[src/rtl/spi_lcd_pkg.sv]
// Shared constants and state encoding for the LCD SPI receive decoder.
package spi_lcd_pkg;

    localparam int COORD_W = 9;

    localparam logic [7:0] CMD_CASET = 8'h2A;
    localparam logic [7:0] CMD_PASET = 8'h2B;
    localparam logic [7:0] CMD_RAMWR = 8'h2C;

    typedef enum logic [2:0] {
        ST_IDLE  = 3'd0,
        ST_CASET = 3'd1,
        ST_PASET = 3'd2,
        ST_RAMWR = 3'd3,
        ST_OTHER = 3'd4
    } lcd_state_t;

endpackage

[src/rtl/spi_byte_rx.sv]
// Serial-to-byte deserialiser: MSB-first shift, DC captured with the last bit,
// abort pulse when chip select drops a byte part-way through.
module spi_byte_rx (
    input  logic       clk,
    input  logic       rst_n,
    input  logic       cs,
    input  logic       dc,
    input  logic       mosi,
    output logic [7:0] byte_data,
    output logic       byte_dc,
    output logic       byte_valid,
    output logic       abort
);

    logic [6:0] shift;
    logic [2:0] bit_cnt;

    always_ff @(posedge clk or negedge rst_n) begin
        if (!rst_n) begin
            shift      <= '0;
            bit_cnt    <= '0;
            byte_data  <= '0;
            byte_dc    <= 1'b0;
            byte_valid <= 1'b0;
            abort      <= 1'b0;
        end else begin
            byte_valid <= 1'b0;
            abort      <= 1'b0;
            if (!cs) begin
                shift   <= {shift[5:0], mosi};
                bit_cnt <= bit_cnt + 3'd1;
                if (bit_cnt == 3'd7) begin
                    byte_data  <= {shift, mosi};
                    byte_dc    <= dc;
                    byte_valid <= 1'b1;
                end
            end else if (bit_cnt != 3'd0) begin
                // bit 0 sampled with cs still low leaves the counter at 0, so no abort
                bit_cnt <= '0;
                abort   <= 1'b1;
            end
        end
    end

endmodule

[src/rtl/spi_lcd_rx.sv]
// LCD SPI receive decoder: command FSM, CASET/PASET window, RAMWR pixel addressing.
// Define SPI_LCD_RX_ERR_EN to build the sticky protocol-error flag o_err.
//
// state    | meaning
// ST_IDLE  | no command seen since reset
// ST_CASET | collecting column start/end parameters
// ST_PASET | collecting page start/end parameters
// ST_RAMWR | data bytes form RGB565 pixels at the running address
// ST_OTHER | unsupported command, data bytes only echoed
module spi_lcd_rx
    import spi_lcd_pkg::*;
#(
    parameter int WIDTH  = 240,
    parameter int HEIGHT = 320
) (
    input  logic               i_clk,
    input  logic               i_rst,
    input  logic               i_cs,
    input  logic               i_dc,
    input  logic               i_mosi,
    output logic [7:0]         o_byte,
    output logic               o_byte_dc,
    output logic               o_byte_valid,
    output logic [7:0]         o_cmd,
    output logic               o_pix_valid,
    output logic [COORD_W-1:0] o_pix_x,
    output logic [COORD_W-1:0] o_pix_y,
    output logic [15:0]        o_pix_data,
    output logic               o_frame_done,
    output logic               o_err
);

    localparam logic [15:0]        WIDTH_L  = 16'(WIDTH);
    localparam logic [15:0]        HEIGHT_L = 16'(HEIGHT);
    localparam logic [COORD_W-1:0] XE_RST   = COORD_W'(WIDTH - 1);
    localparam logic [COORD_W-1:0] YE_RST   = COORD_W'(HEIGHT - 1);

    logic               abort;
    lcd_state_t         state;
    logic [2:0]         param_cnt;
    logic [15:0]        stage_start;
    logic [7:0]         stage_end_hi;
    logic [15:0]        param_end;
    logic [15:0]        param_limit;
    logic               param_ok;
    logic [COORD_W-1:0] xs, xe, ys, ye, x, y;
    logic               phase;
    logic [7:0]         pix_hi;

    spi_byte_rx u_byte_rx (
        .clk        (i_clk),
        .rst_n      (i_rst),
        .cs         (i_cs),
        .dc         (i_dc),
        .mosi       (i_mosi),
        .byte_data  (o_byte),
        .byte_dc    (o_byte_dc),
        .byte_valid (o_byte_valid),
        .abort      (abort)
    );

    assign param_end   = {stage_end_hi, o_byte};
    assign param_limit = (state == ST_CASET) ? WIDTH_L : HEIGHT_L;
    assign param_ok    = (stage_start <= param_end) && (param_end < param_limit);

    always_ff @(posedge i_clk or negedge i_rst) begin
        if (!i_rst) begin
            state        <= ST_IDLE;
            o_cmd        <= '0;
            param_cnt    <= '0;
            stage_start  <= '0;
            stage_end_hi <= '0;
            xs           <= '0;
            xe           <= XE_RST;
            ys           <= '0;
            ye           <= YE_RST;
            x            <= '0;
            y            <= '0;
            phase        <= 1'b0;
            pix_hi       <= '0;
            o_pix_valid  <= 1'b0;
            o_pix_x      <= '0;
            o_pix_y      <= '0;
            o_pix_data   <= '0;
            o_frame_done <= 1'b0;
        end else begin
            o_pix_valid  <= 1'b0;
            o_frame_done <= 1'b0;
            if (o_byte_valid && !o_byte_dc) begin
                o_cmd     <= o_byte;
                param_cnt <= '0;
                phase     <= 1'b0;
                case (o_byte)
                    CMD_CASET: state <= ST_CASET;
                    CMD_PASET: state <= ST_PASET;
                    CMD_RAMWR: begin
                        state <= ST_RAMWR;
                        x     <= xs;
                        y     <= ys;
                    end
                    default:   state <= ST_OTHER;
                endcase
            end else if (o_byte_valid) begin
                case (state)
                    ST_CASET, ST_PASET: begin
                        if (param_cnt != 3'd4) begin
                            param_cnt <= param_cnt + 3'd1;
                            case (param_cnt)
                                3'd0: stage_start[15:8] <= o_byte;
                                3'd1: stage_start[7:0]  <= o_byte;
                                3'd2: stage_end_hi      <= o_byte;
                                default: begin
                                    if (param_ok && state == ST_CASET) begin
                                        xs <= stage_start[COORD_W-1:0];
                                        xe <= param_end[COORD_W-1:0];
                                    end else if (param_ok) begin
                                        ys <= stage_start[COORD_W-1:0];
                                        ye <= param_end[COORD_W-1:0];
                                    end
                                end
                            endcase
                        end
                    end
                    ST_RAMWR: begin
                        if (!phase) begin
                            pix_hi <= o_byte;
                            phase  <= 1'b1;
                        end else begin
                            phase       <= 1'b0;
                            o_pix_valid <= 1'b1;
                            o_pix_x     <= x;
                            o_pix_y     <= y;
                            o_pix_data  <= {pix_hi, o_byte};
                            if (x == xe) begin
                                x <= xs;
                                if (y == ye) begin
                                    y            <= ys;
                                    o_frame_done <= 1'b1;
                                end else begin
                                    y <= y + COORD_W'(1);
                                end
                            end else begin
                                x <= x + COORD_W'(1);
                            end
                        end
                    end
                    default: ;
                endcase
            end
            // a truncated byte also throws away any pending high byte
            if (abort) phase <= 1'b0;
        end
    end

`ifdef SPI_LCD_RX_ERR_EN
    logic param_fail;
    logic err_q;

    assign param_fail = o_byte_valid && o_byte_dc && param_cnt == 3'd3 && !param_ok &&
                        (state == ST_CASET || state == ST_PASET);

    always_ff @(posedge i_clk or negedge i_rst) begin
        if (!i_rst)                   err_q <= 1'b0;
        else if (abort || param_fail) err_q <= 1'b1;
    end

    assign o_err = err_q;
`else
    assign o_err = 1'b0;
`endif

endmodule

[config.mk]
export PLATFORM = sky130hd
export DESIGN_NAME = spi_lcd_rx
export DESIGN_NICKNAME = d
export VERILOG_FILES = /design/src/rtl/spi_lcd_pkg.sv /design/src/rtl/spi_byte_rx.sv /design/src/rtl/spi_lcd_rx.sv
export SDC_FILE = /design/constraint.sdc
export NUM_CORES = 1
export LEC_CHECK = 0
export ABC_AREA = 1
export BUFFER_PORTS_ARGS = -buffer_cell sky130_fd_sc_hd__clkbuf_2
export CAP_MARGIN = 10
export CELL_PAD_IN_SITES_DETAIL_PLACEMENT = 0
export CELL_PAD_IN_SITES_GLOBAL_PLACEMENT = 1
export CORE_MARGIN = 2
export CORE_UTILIZATION = 49
export CTS_CLUSTER_DIAMETER = 30
export DETAILED_ROUTE_END_ITERATION = 8
export PLACE_DENSITY_LB_ADDON = 0.1
export SYNTH_ARGS = -nofsm -noshare
export SYNTH_HDL_FRONTEND = slang
export SYNTH_SLANG_ARGS = --single-unit
[constraint.sdc]
create_clock -name i_clk -period 3.7 [get_ports i_clk]
set_input_delay 0.555 -clock i_clk [delete_from_list [all_inputs] [get_ports i_clk]]
set_output_delay 0.555 -clock i_clk [all_outputs]
set_load 0.01 [all_outputs]
* Word level (Yosys, flattened, before mapping)
Index checks and enable logic that the tools add are counted.
** Operators by class
- Muxes and demuxes :: 40
- Eq/ne operators :: 14
- $lt $le $gt $ge :: 2
- Reduce and logical (&&, ||, !) cells :: 28
- $add $sub $neg :: 4
- Bitwise logic cells :: 5
** Operators by type and width (count)
- $mux W9 :: 14
- $eq A8 B6 Y1 const B :: 3
- $reduce_and A5 Y1 :: 4
- $mux W1 :: 19
- $add A9 B1 Y9 const B :: 2
- $eq A9 B9 Y1 :: 2
- $mux W3 :: 6
- $le A16 B16 Y1 :: 1
- $lt A16 B9 Y1 :: 1
- $reduce_and A4 Y1 :: 3
- $reduce_bool A2 Y1 :: 6
- $eq A3 B2 Y1 const B :: 3
- $pmux W3 S3 :: 1
- $reduce_bool A3 Y1 :: 3
- $reduce_and A7 Y1 :: 1
- $add A3 B1 Y3 const B :: 2
- $eq A3 B1 Y1 const B :: 2
- $reduce_and A6 Y1 :: 1
- $not A1 Y1 :: 5
- $ne A2 B1 Y1 const B :: 2
- $reduce_and A2 Y1 :: 2
- $eq A3 B3 Y1 const B :: 1
- $logic_and A1 B1 Y1 :: 3
- $logic_not A3 Y1 :: 1
- other kinds (5) :: 5
** Word-level totals
- Output and inout bits :: 55
- Input bits :: 5
- Register bits :: 158
- Word-level logic and storage cells :: 118

* Logic depth before layout (Yosys ltp)
Gate-level depths: netlist (run 1).
- Depth after elaboration :: 7
- Gate-level depth with buffers :: 16

* Modules after synthesis
Synthesis (run 1) repeated with hierarchy kept, for this count alone.
** Unflattened totals
- Cells, all modules :: 878
- Area total of the unflattened synthesis :: 7523.5 um2
** Modules (own cells, without submodules)
- spi_lcd_rx :: area an instance 6675.2 um2, instances 1, cells an instance 789
- spi_byte_rx :: area an instance 848.3 um2, instances 1, cells an instance 89

* Worst setup path before layout (run 1)
Ideal clock, no wire load.
- Path kind :: register -> register
- Start :: register state[2]
- End :: register ys[1]
- Data arrival time :: 2.265 ns
- Path slack :: 1.317 ns
- Stages on the path, launching flop included :: 15
- Period minus slack after synthesis :: 2.383 ns
- Cell sequence :: dfrtp_1 > inv_2 > nand3_2 > clkbuf_1 > clkbuf_1 > ha_1 > o21ai_0 > a21oi_1 > nand2_1 > nand2_1 > nor2_8 > nand3_4 > buf_2 > nand2_1 > nand2_1
** On the way
- Word-level cells in the longest chain between the ends :: 7
- Elaborated cells between the ends (all ways) :: 9
- Classes of those cells :: order compare: 1; eq/ne: 2; mux: 1; bitwise: 1; reduce/logical: 4
** Ends and longest elaborated chain
- start, declared :: line spi_lcd_rx.sv:39 : lcd_state_t state;
- start signal, assigned :: line spi_lcd_rx.sv:68 : state <= ST_IDLE;
- start signal, assigned :: line spi_lcd_rx.sv:94 : CMD_CASET: state <= ST_CASET;
- start signal, assigned :: line spi_lcd_rx.sv:95 : CMD_PASET: state <= ST_PASET;
- $eq A3 B1 Y1 :: line spi_lcd_rx.sv:63, spi_lcd_rx.sv:104, spi_lcd_rx.sv:113
- $mux W9 :: line spi_lcd_rx.sv:63 : assign param_limit = (state == ST_CASET) ? WIDTH_L : HEIGHT_L;
- $lt A16 B9 Y1 :: line spi_lcd_rx.sv:64 : assign param_ok = (stage_start <= param_end) && (param_end < param_limit);
- $logic_and A1 B1 Y1 :: line spi_lcd_rx.sv:64
- $logic_and A1 B1 Y1 :: line spi_lcd_rx.sv:113 : if (param_ok && state == ST_CASET) begin
- $not A1 Y1 (no line)
- $reduce_and A7 Y1 (no line) *
- end signal, assigned :: line spi_lcd_rx.sv:117 : ys <= stage_start[COORD_W-1:0];
- end, declared :: line spi_lcd_rx.sv:46 : logic [COORD_W-1:0] xs, xe, ys, ye, x, y;
Mark *: on every way between the ends. The rest lies on a longest branch, timed or not.
A chain may end at the register's enable or synchronous reset.

* Worst setup path in the final report (run 1)
- Start :: register u_byte_rx.byte_data[7]
- End :: register ys[1]
** On the way
- Word-level cells in the longest chain between the ends :: 5
- Elaborated cells between the ends (all ways) :: 6
- Classes of those cells :: order compare: 2; bitwise: 1; reduce/logical: 3
** Ends and longest elaborated chain
- start, declared :: line spi_byte_rx.sv:9 : output logic [7:0] byte_data,
- start signal, assigned :: line spi_byte_rx.sv:33 : byte_data <= {shift, mosi};
- $le A16 B16 Y1 or $lt A16 B9 Y1 (tied branches) :: line spi_lcd_rx.sv:64
- $logic_and A1 B1 Y1 * :: line spi_lcd_rx.sv:64
- $logic_and A1 B1 Y1 :: line spi_lcd_rx.sv:113
- $not A1 Y1 (no line)
- $reduce_and A7 Y1 (no line) *
Marks and branches as above.

==> summary.txt, run 1 <==
Yosys
  • Ys async rst share: 1.000
  • Mapped Cells: 860
  • Syn avg cell area: 8.646 um^2
  • Post-synthesis register bit count: 158
  • Synth Cell Area: 0.007436 mm^2
  • Post-synth EDFFs: 0
  • Net Count, Synth: 891
  • Seq/Total Area, Yosys: 0.5341
  • Distinct cells, synth: 34
  • Top_reg_cell synth: dfrtp_1
  • Total number of yosys warnings: 0

Worst setup path
  • Crit start category: flop
  • Crit path buf inv count: 1
  • WP data required: 4.00 ns
  • Slowest library cell on the worst path: dfrtp_1
  • Cell repeated most along the worst path: nand2_1
  • Crit Path Category: reg -> reg
  • Crit path cell chain: clkinv_1 > ha_1 > a21o_1 > nor2_1 > nand2_1 > nand2_1 > nand2_1 > nand2_1 > nand3_4 > nand2_1 > nand2_1
  • Setup crit end kind: flop
  • Delay-heaviest family, CP: simple AND/OR/NAND/NOR gates
  • CP peak stage delay: 0.49 ns
  • Arr. time, crit path: 3.12 ns
  • Worst-path fanout max: 18

Routing
  • Routed via count: 5770
  • DR DRC count: 0
  • Initial DRC Count: 413
  • DRT antenna net count: 0
  • Vias/cell: 5.198
  • Wire length per cell: 15.74 um
  • Routed WL: 17.48 mm
  • Drt pass-1 iters: 5

Die
  • Initial Utilization: 0.4946
  • Chip width: 127.2 um
  • Number of cell rows: 45
  • Core area: 0.01503 mm^2
  • Die area: 0.01618 mm^2
  • Height of the die: 127.2 um
  • I/O Pins: 60

Placement
  • Post-DP HPWL: 12.35 mm
  • Global placer's final weighted congestion: 0.8626
  • Port bufs: 58

Power
  • Final Total Pwr: 4.414 mW
  • VDD IR max: 0.0003458 V
  • Leakage: 4.282 nW
  • Pwr/cell area: 517.1 mW/mm^2

Final layout
  • Fill count: 1386
  • Most common cell after layout, fill and taps aside: nand2_1
  • Layout cells sized above 1: 0.1453
  • Nets: 940
  • Area grow syn2layout: 14.79%
  • # diodes: 0
  • Most frequent cells in the layout: 289 x nand2_1, 144 x dfrtp_1, 88 x o21ai_0

STA
  • Max_slew headroom: 0.4572
  • RSZ-0062 raised after global routing: no
  • Fin. max-slew vios: 0
  • Tcrit/Tclk final: 0.7608
  • Skew final: 0.01137 ns
  • Worst Max-Slew Pin Slew: 0.8098 ns
  • Period minus WS final: 2.815 ns
  • F_max: 355.3 MHz
  • Fin. Hold Viols: 0
  • Final setup viols: 0
  • Setup Total Neg Slack: 0 ns

CTS
  • Clock slew at reported path FFs: 0.06 ns
  • Root Buffer: clkbuf_16
  • Clock buffer count from CTS: 17
  • Setup Buffers After CTS: 0
  • H-Tree Depth: 4
  • Hold_buf cts: 0
  • Sink Count: 158
  • Clock tree buffer depth: 2
  • Cts repair resizes: 0
  • Worst skew pair latency: 0.43 ns
  • CTS tree: yes

Global routing
  • Total grt overflow: 0
  • Vias in the first global route: 5639
  • GRT Total Usage: 0.2318
  • Initial antenna violation count: 0
  • Largest net degree at the start of global routing: 78
  • Global-route wire length before repair: 29.27 mm

Min path
  • Hold crit path type: in -> async

Run status
  • Outcome: complete, no violations

Flow run
  • Max-cap viol count: 0
-- worst register-to-register path, cell delays in order, from the launching register on --
cell	delay, ns
dfrtp_1	0.49
clkinv_1	0.40
ha_1	0.44
a21o_1	0.16
nor2_1	0.10
nand2_1	0.06
nand2_1	0.05
nand2_1	0.05
nand2_1	0.42
nand3_4	0.32
nand2_1	0.14
nand2_1	0.06
-- kinds of logic after synthesis --
| kind of cell | Yosys count | synth area share |
|---|---|---|
| compound gates | 116 | 0.08296 |
| xor+xnor | 29 | 0.03416 |
| fa+ha+maj | 26 | 0.04375 |
| buf+inv | 113 | 0.06007 |
| flops | 158 | 0.5341 |
| other cells | 1 | 0.0005043 |
| simple gates | 417 | 0.2445 |
-- worst paths after layout --
check                                                     end  slack (ns)  cells past startpoint                          startpoint
max in group asynchronous                   xe[6]$_DFFE_PN1P_        2.68                      2                               i_rst
min in group i_clk              u_byte_rx.byte_dc$_DFFE_PN0P_        0.32                      3                                i_dc
worst max register to register              ys[1]$_DFFE_PN0P_        0.89                     11  u_byte_rx.byte_data[7]$_DFFE_PN0P_
worst min-delay path                    o_pix_valid$_DFF_PN0_        0.16                      1                               i_rst
worst max-delay path                        ys[1]$_DFFE_PN0P_        0.89                     11  u_byte_rx.byte_data[7]$_DFFE_PN0P_
worst min register to register              ys[8]$_DFFE_PN0P_        0.47                      2                   ys[8]$_DFFE_PN0P_
-- per-stage QoR --
stage,instances,hold slack (ns),utilization,area [um^2],worst slack [ns]
final,1110,0.1566,0.5678,8536,0.8851
after global routing,1110,0.2016,0.5678,8536,0.6701
after CTS,1110,0.1804,0.5678,8536,0.8036
after detailed placement,1078,0.4602,0.5253,7896,0.8238
after global placement,1078,0.4522,0.5253,7896,0.9158
after floorplan,860,0.2594,-,7436,1.317
-- power by group --
part | internal (mW) | total [mW] | switching [mW]
Sequential | 1.81 | 1.89 | 0.0848
Combinational | 0.173 | 0.647 | 0.474
Clock | 1.17 | 1.88 | 0.707
-- flip-flops by register name, indices dropped and copies added (netlist names), 9 cells and up --
| signal | cells |
|---|---|
| o_pix_data | 16 |
| o_pix_x | 9 |
| o_pix_y | 9 |
| stage_start | 16 |
| x | 9 |
| xe | 9 |
| xs | 9 |
| y | 9 |
| ye | 9 |
| ys | 9 |
-- final cells by class --
class                      count  area [um^2]  share of cell area
clock buffer                  19        452.9             0.05306
clock inverter                13        186.4             0.02184
inverter                      74        280.3             0.03283
multi-input combinational    589         3018              0.3536
sequential                   158         3971              0.4653
tap                          188        235.2             0.02756
timing repair buffer          69        391.6             0.04588
-- cells in the mapped netlist (2+ instances only) --
cell      number  area [um^2]
o21ai_0       88        440.4
buf_2          9        45.04
nand3_4        2        35.03
xor2_1        13        113.9
buf_4          2        15.01
dfrtp_1      144         3603
nand3b_1       2        15.01
dfstp_2       14        367.9
nor3_2         2        20.02
clkbuf_1      26        97.59
inv_1         64        240.2
nand3_1       47        235.2
nand3_2        2        20.02
nand2_1      289         1085
a21oi_1       17        85.08
clkinv_1       2        7.510
ha_1          26        325.3
nor3_1         6        30.03
nand4_1       42        262.8
inv_2          7        26.28
o21a_1         7        52.55
xnor2_1       16        140.1
nor2_1        22        82.58
-- metal layers --
layer  vias to the layer above  wire, um  global-route usage
met4                         0       374             0.08662
li1                       2897         -                   -
met5                         -         0                   0
met1                      2736      8227              0.3115
met2                       113      8434              0.3779
met3                        24       439             0.04355
No activity file was read; power rests on OpenSTA's default activity.
==> run 2: changes to the inputs <==
Settings changed: CORE_UTILIZATION 49 to 41.
Clock period 3.7 ns to 2.5 ns, I/O delays scaled along.
==> summary.txt, run 2 (synthesis results as in run 1) <==
Routing
  • Wire length per cell: 15.93 um (+1.2%)
  • DRT antenna net count: 0 (unchanged)
  • Drt pass-1 iters: 5 (unchanged)
  • Vias/cell: 5.055 (-2.8%)
  • Routed WL: 18.61 mm (+6.5%)
  • DR DRC count: 0 (unchanged)
  • Initial DRC Count: 277 (-33%)
  • Routed via count: 5904 (+2.3%)

Worst setup path
  • Crit path cell chain: inv_1 > ha_1 > inv_1 > nor2_1 > nor2_1 > nand2_1 > nor2_1 > nand2_1 > nor2_8 > nand3_4 > nand2_1 > nand2_1
  • Setup crit end kind: flop
  • Slowest library cell on the worst path: dfrtp_1
  • Crit start category: flop
  • Cell repeated most along the worst path: nand2_1
  • WP data required: 2.82 ns (-1.18 ns)
  • Crit Path Category: reg -> reg
  • Arr. time, crit path: 2.50 ns (-0.62 ns)
  • Crit path buf inv count: 2 (+1)
  • Worst-path fanout max: 31 (+13)
  • Delay-heaviest family, CP: simple AND/OR/NAND/NOR gates
  • CP peak stage delay: 0.42 ns (-0.07 ns)

CTS
  • Sink Count: 158 (unchanged)
  • CTS tree: yes
  • Clock buffer count from CTS: 17 (unchanged)
  • Clock slew at reported path FFs: 0.07 ns (about the same)
  • Worst skew pair latency: 0.43 ns (about the same)
  • H-Tree Depth: 4 (unchanged)
  • Root Buffer: clkbuf_16
  • Clock tree buffer depth: 2 (unchanged)

STA
  • Max_slew headroom: 0.5789 (+0.1217)
  • Period minus WS final: 2.186 ns (-0.6284 ns)
  • Skew final: 0.01137 ns (+0.000004800 ns)
  • Fin. max-slew vios: 0 (unchanged)
  • Setup Total Neg Slack: 0 ns (unchanged)
  • Final setup viols: 0 (unchanged)
  • Fin. Hold Viols: 0 (unchanged)
  • F_max: 457.4 MHz (+29%)
  • RSZ-0062 raised after global routing: no
  • WHS: 0.1479 ns (-0.008731 ns)
  • Worst Max-Slew Pin Slew: 0.6317 ns (-0.1781 ns)
  • Tcrit/Tclk final: 0.8746 (+0.1138)

Final layout
  • Top flop regs: o_pix_data: 16 flops, stage_start: 16 flops
  • Most common cell after layout, fill and taps aside: nand2_1
  • Area grow syn2layout: 17.23%
  • Layout cells sized above 1: 0.1619 (+0.01654)
  • Most frequent cells in the layout: 289 x nand2_1, 142 x dfrtp_1, 88 x o21ai_0
  • Nets: 957 (+1.8%)
  • # diodes: 0 (unchanged)

Die
  • Chip width: 138.7 um (+9.0%)
  • Number of cell rows: 49 (+8.9%)
  • Core area: 0.01790 mm^2 (+19%)
  • I/O Pins: 60 (unchanged)
  • Die area: 0.01923 mm^2 (+19%)
  • Height of the die: 138.7 um (+9.0%)
  • Initial Utilization: 0.4154 (-0.07927)

Power
  • Final Total Pwr: 6.626 mW (+50%)
  • Pwr/cell area: 760.1 mW/mm^2 (+47%)
  • Leakage: 4.362 nW (+1.9%)
  • VDD IR max: 0.0005247 V (+52%)

Global routing
  • Largest net degree at the start of global routing: 69 (-12%)
  • Initial antenna violation count: 0 (unchanged)
  • Global-route wire length before repair: 30.62 mm (+4.6%)
  • Total grt overflow: 0 (unchanged)
  • Vias in the first global route: 5740 (+1.8%)
  • GRT Total Usage: 0.2005 (-0.03129)

Placement
  • Port bufs: 58 (unchanged)
  • Global placer's final weighted congestion: 0.8887 (+3.0%)
  • Post-DP HPWL: 13.44 mm (+8.8%)

Flow run
  • Max-cap viol count: 0 (unchanged)

Run status
  • Outcome: complete, no violations

Min path
  • Hold crit path type: in -> reg
==> run 2: cell types whose count changed in the layout (fill, tap and decap cells not counted), sizes merged, moves of 2 or more <==
cell | previous run | this run
clkbuf | 76 | 74
clkinvlp | 3 | 1
inv | 74 | 81
buf | 12 | 28
clkinv | 6 | 4
==> run 2: timing repair <==
action | 4_1_cts | 5_1_grt
resized for setup | 0 | 2
endpoints found under the hold margin | 51 | 0
buffers inserted | 0 | 0
setup endpoints to repair | 0 | 29
hold buffers | 1 | 0
==> run 2: metal layers <==
layer,share of wire,vias up,track usage
li1,-,2939,-
met1,0.48,2810,0.2812
met2,0.46,128,0.3155
met3,0.037,27,0.03695
met4,0.020,0,0.06964
met5,0,-,0
==> run 2: final cells by class <==
type                       instances  area (um^2)
clock buffer                      17        425.4
clock inverter                    15        198.9
timing repair buffer              86        534.3
sequential                       158         3974
fill                            1742         9185
inverter                          74        280.3
tap                              229        286.5
multi-input combinational        589         3018
==> run 2: worst register-to-register path, delay by kind of cell, from the launching register on <==
| family | cells | cell delay, ns |
|---|---|---|
| DFF | 1 | 0.42 |
| and+or+nand+nor | 9 | 1.27 |
| buffers and inverters | 2 | 0.18 |
| adders and majority gates | 1 | 0.21 |
==> run 2: path summary, 6_finish.rpt <==
path	startpoint	end	slack (ns)	cells past startpoint
hold / removal	i_dc	u_byte_rx.byte_dc$_DFFE_PN0P_	0.15	3
min in group asynchronous	i_rst	o_pix_valid$_DFF_PN0_	0.48	2
max in group asynchronous	i_rst	u_byte_rx.byte_data[5]$_DFFE_PN0P_	1.21	3
setup reg to reg	param_cnt[0]$_DFFE_PN0P_	ys[6]$_DFFE_PN0P_	0.31	12
hold reg to reg	ys[8]$_DFFE_PN0P_	ys[8]$_DFFE_PN0P_	0.48	2
setup / recovery	param_cnt[0]$_DFFE_PN0P_	ys[6]$_DFFE_PN0P_	0.31	12
==> run 2: report_power, final <==
part | internal (mW) | switching (mW) | total, mW
combinational | 0.326 | 0.731 | 1.06
clock | 1.61 | 1.15 | 2.76
sequential | 2.67 | 0.138 | 2.81
total | 4.61 | 2.01 | 6.63
==> run 2: metrics by stage <==
step,cells,worst slack [ns],utilization,cell area [um^2]
finish,1168,0.3135,0.4869,8717
global route,1168,0.01302,0.4869,8717
CTS,1168,0.2244,0.4868,8715
detailed placement,1135,0.2429,0.4514,8080
global placement,1135,0.2293,0.4514,8080
floorplan,860,0.1174,-,7436
==> run 3: changes to the inputs <==
Settings changed: ABC_AREA 1 to not set, CORE_UTILIZATION 41 to 44, RECOVER_POWER set to 100, SYNTH_HIERARCHICAL set to 1.
==> summary.txt, run 3 <==
Yosys
  • Ys async rst share: 1.000 (unchanged)
  • Seq/Total Area, Yosys: 0.5509 (+0.01687)
  • Syn avg cell area: 11.70 um^2 (+35%)
  • Yosys top cell by area: dfrtp_1
  • Distinct cells, synth: 51 (+50%)
  • Most frequent cell after synthesis: dfrtp_1
  • Synth cell count leaders: 144 x dfrtp_1, 73 x mux2_2, 58 x o21ai_0
  • Post-synthesis register bit count: 158 (unchanged)
  • Top_reg_cell synth: dfrtp_1
  • Net Count, Synth: 647 (-27%)
  • Ranking of synthesized cells by area: dfrtp_1 50%, mux2_2 11%, dfstp_2 5.1%, ha_1 4.5%, o21ai_0 4.0%
  • Post-synth EDFFs: 0 (unchanged)
  • Post-synth top area share: 0.4999 (+0.01531)
  • Mapped Cells: 616 (-28%)
  • Synth Cell Area: 0.007208 mm^2 (-3.1%)
  • Total number of yosys warnings: 6 (+6)

Final layout
  • Area grow syn2layout: 23.24%
  • # diodes: 0 (unchanged)
  • Nets: 761 (-20%)
  • Final non-filler cell area: 0.008884 mm^2 (+1.9%)
  • Layout cells sized above 1: 0.3069 (+0.1450)
  • Most frequent cells in the layout: 138 x dfrtp_1, 71 x mux2_2, 61 x clkbuf_1
  • Most common cell after layout, fill and taps aside: dfrtp_1
  • Top flop regs: o_pix_data: 16 flops, stage_start: 16 flops

CTS
  • Root Buffer: clkbuf_16
  • Clock tree buffer depth: 2 (unchanged)
  • Clock slew at reported path FFs: 0.06 ns (about the same)
  • H-Tree Depth: 4 (unchanged)
  • Clock buffer count from CTS: 17 (unchanged)
  • Worst skew pair latency: 0.43 ns (about the same)
  • CTS tree: yes
  • Sink Count: 158 (unchanged)

STA
  • Setup Total Neg Slack: -0.4996 ns (-0.4996 ns)
  • Final WS setup: -0.04389 ns (-0.3574 ns)
  • Worst Max-Slew Pin Slew: 1.387 ns (+0.7549 ns)
  • Tcrit/Tclk final: 1.018 (+0.1430)
  • Period minus WS final: 2.544 ns (+0.3574 ns)
  • F_max: 393.1 MHz (-14%)
  • Fin. max-slew vios: 0 (unchanged)
  • Fin. Hold Viols: 0 (unchanged)
  • Skew final: 0.008011 ns (-0.003363 ns)
  • Final setup viols: 20 (+20)
  • Max_slew headroom: 0.07564 (-0.5032)
  • RSZ-0062 raised after global routing: yes
  • WHS: 0.1772 ns (+0.02927 ns)

Worst setup path
  • Worst-path fanout max: 4 (-87%)
  • CP peak stage delay: 0.44 ns (+0.02 ns)
  • Crit start category: flop
  • Arr. time, crit path: 2.85 ns (+0.35 ns)
  • Slowest library cell on the worst path: a2111oi_4
  • WP data required: 2.81 ns (about the same)
  • Setup crit end kind: flop
  • Crit Path Category: reg -> reg
  • Crit path cell chain: nor4_2 > nand4b_1 > a2111oi_4 > a31oi_4 > nor3_4 > buf_6 > clkbuf_16 > mux2_4

Routing
  • DR DRC count: 0 (unchanged)
  • Initial DRC Count: 198 (-29%)
  • Routed via count: 4987 (-16%)
  • DRT antenna net count: 0 (unchanged)
  • Drt pass-1 iters: 4 (-1)
  • Vias/cell: 5.200 (+2.9%)
  • Wire length per cell: 17.78 um (+12%)
  • Routed WL: 17.05 mm (-8.4%)

Die
  • Initial Utilization: 0.4521 (+0.03676)
  • Chip width: 132.0 um (-4.8%)
  • Die area: 0.01742 mm^2 (-9.4%)
  • Height of the die: 132.0 um (-4.8%)
  • I/O Pins: 60 (unchanged)
  • Core area: 0.01594 mm^2 (-11%)
  • Number of cell rows: 46 (-6.1%)

Placement
  • Post-DP HPWL: 11.80 mm (-12%)
  • Global placer's final weighted congestion: 0.7813 (-12%)
  • Placement Cell Area: 0.008195 mm^2 (+1.4%)
  • Port bufs: 58 (unchanged)

Global routing
  • Largest net degree at the start of global routing: 63 (-8.7%)
  • Global-route wire length before repair: 26.82 mm (-12%)
  • Total grt overflow: 0 (unchanged)
  • Initial antenna violation count: 0 (unchanged)
  • Vias in the first global route: 4983 (-13%)
  • GRT Total Usage: 0.1987 (-0.001843)

Flow run
  • Max-cap viol count: 0 (unchanged)

Power
  • Pwr/cell area: 727.9 mW/mm^2 (-4.2%)
  • Final Total Pwr: 6.466 mW (-2.4%)
  • Leakage: 4.151 nW (-4.8%)
  • VDD IR max: 0.0006633 V (+26%)

Run status
  • Outcome: finished with violations
  • Failing checks: setup timing

Min path
  • Hold crit path type: in -> reg
run 3: changes by cell type in the layout (fill, tap and decap cells not counted), sizes merged, moves of 12 or more:
cell and delta:
a21oi +12, clkbuf +25, o21ai -30, nand4 -36, inv -56, nand3 -42
xnor2 -13, nand2 -235, buf +16, mux2 +93
run 3: timing repair:
action,in CTS,in global routing
gates resized for setup,2,27
hold buffers,1,0
hold endpoints to repair,39,0
pin swaps,0,11
setup endpoints to repair,16,20
buffers inserted,0,7
cloned,0,4
run 3: worst max-delay path: cells and delay by family (launching register included):
family | cells | cell delay [ns]
AO/OA/AOI/OAI | 2 | 0.59
buffers and inverters | 2 | 0.31
flip-flops | 1 | 0.40
multiplexers | 1 | 0.29
AND/OR/NAND/NOR | 3 | 0.83
run 3: cell type report:
| type | count | area [um^2] |
|---|---|---|
| timing repair buffer | 123 | 739.5 |
| tap | 216 | 270.3 |
| fill | 1446 | 7059 |
| inverter | 24 | 95.09 |
| clock inverter | 11 | 113.9 |
| multi-input combinational | 406 | 3216 |
| clock buffer | 21 | 470.5 |
| sequential | 158 | 3979 |
run 3: kinds of logic after synthesis:
group	count (synthesis)	synth area share
adder cells (fa/ha/maj)	26	0.04513
AO/OA/AOI/OAI	118	0.09460
other	1	0.0005202
buffers and inverters	53	0.03159
multiplexers	97	0.1560
AND/OR/NAND/NOR	141	0.09443
flip-flops	158	0.5509
XOR/XNOR	22	0.02673
run 3: final timing paths:
path / slack (ns) / to / depth (start not counted) / startpoint
setup / recovery: -0.04 / ys[7]$_DFFE_PN0P_ / 8 / stage_end_hi[1]$_DFFE_PN0P_
hold / removal: 0.18 / u_byte_rx/byte_dc$_DFFE_PN0P_ / 2 / i_dc
setup reg to reg: -0.04 / ys[7]$_DFFE_PN0P_ / 8 / stage_end_hi[1]$_DFFE_PN0P_
hold reg to reg: 0.39 / phase$_DFFE_PN0P_ / 1 / u_byte_rx/abort$_DFF_PN0_
max in group asynchronous: 0.42 / stage_end_hi[5]$_DFFE_PN0P_ / 3 / i_rst
min in group asynchronous: 0.81 / o_pix_x[4]$_DFFE_PN0P_ / 2 / i_rst
run 3: power breakdown:
| part | switching, mW | internal, mW | total, mW |
|---|---|---|---|
| clock network | 1.03 | 1.54 | 2.57 |
| registers | 0.0874 | 2.69 | 2.78 |
| logic | 0.720 | 0.395 | 1.11 |
run 3: stage by stage:
| stage | std cells | utilization | worst slack [ns] |
|---|---|---|---|
| 6_report | 959 | 0.5572 | -0.04389 |
| 5_1_grt | 959 | 0.5572 | -0.1310 |
| 4_1_cts | 948 | 0.5515 | 0.02054 |
| 3_5_place_dp | 915 | 0.5140 | -0.1176 |
| 3_3_place_gp | 915 | 0.5140 | -0.05239 |
| 2_1_floorplan | 616 | - | -0.05584 |
run 3: metal layers:
metal	vias up	GRT usage	part of all wire
met2	84	0.3249	0.49
met5	-	0	0
met1	2491	0.2610	0.46
met4	0	0.07609	0.021
li1	2391	-	-
met3	21	0.04114	0.026
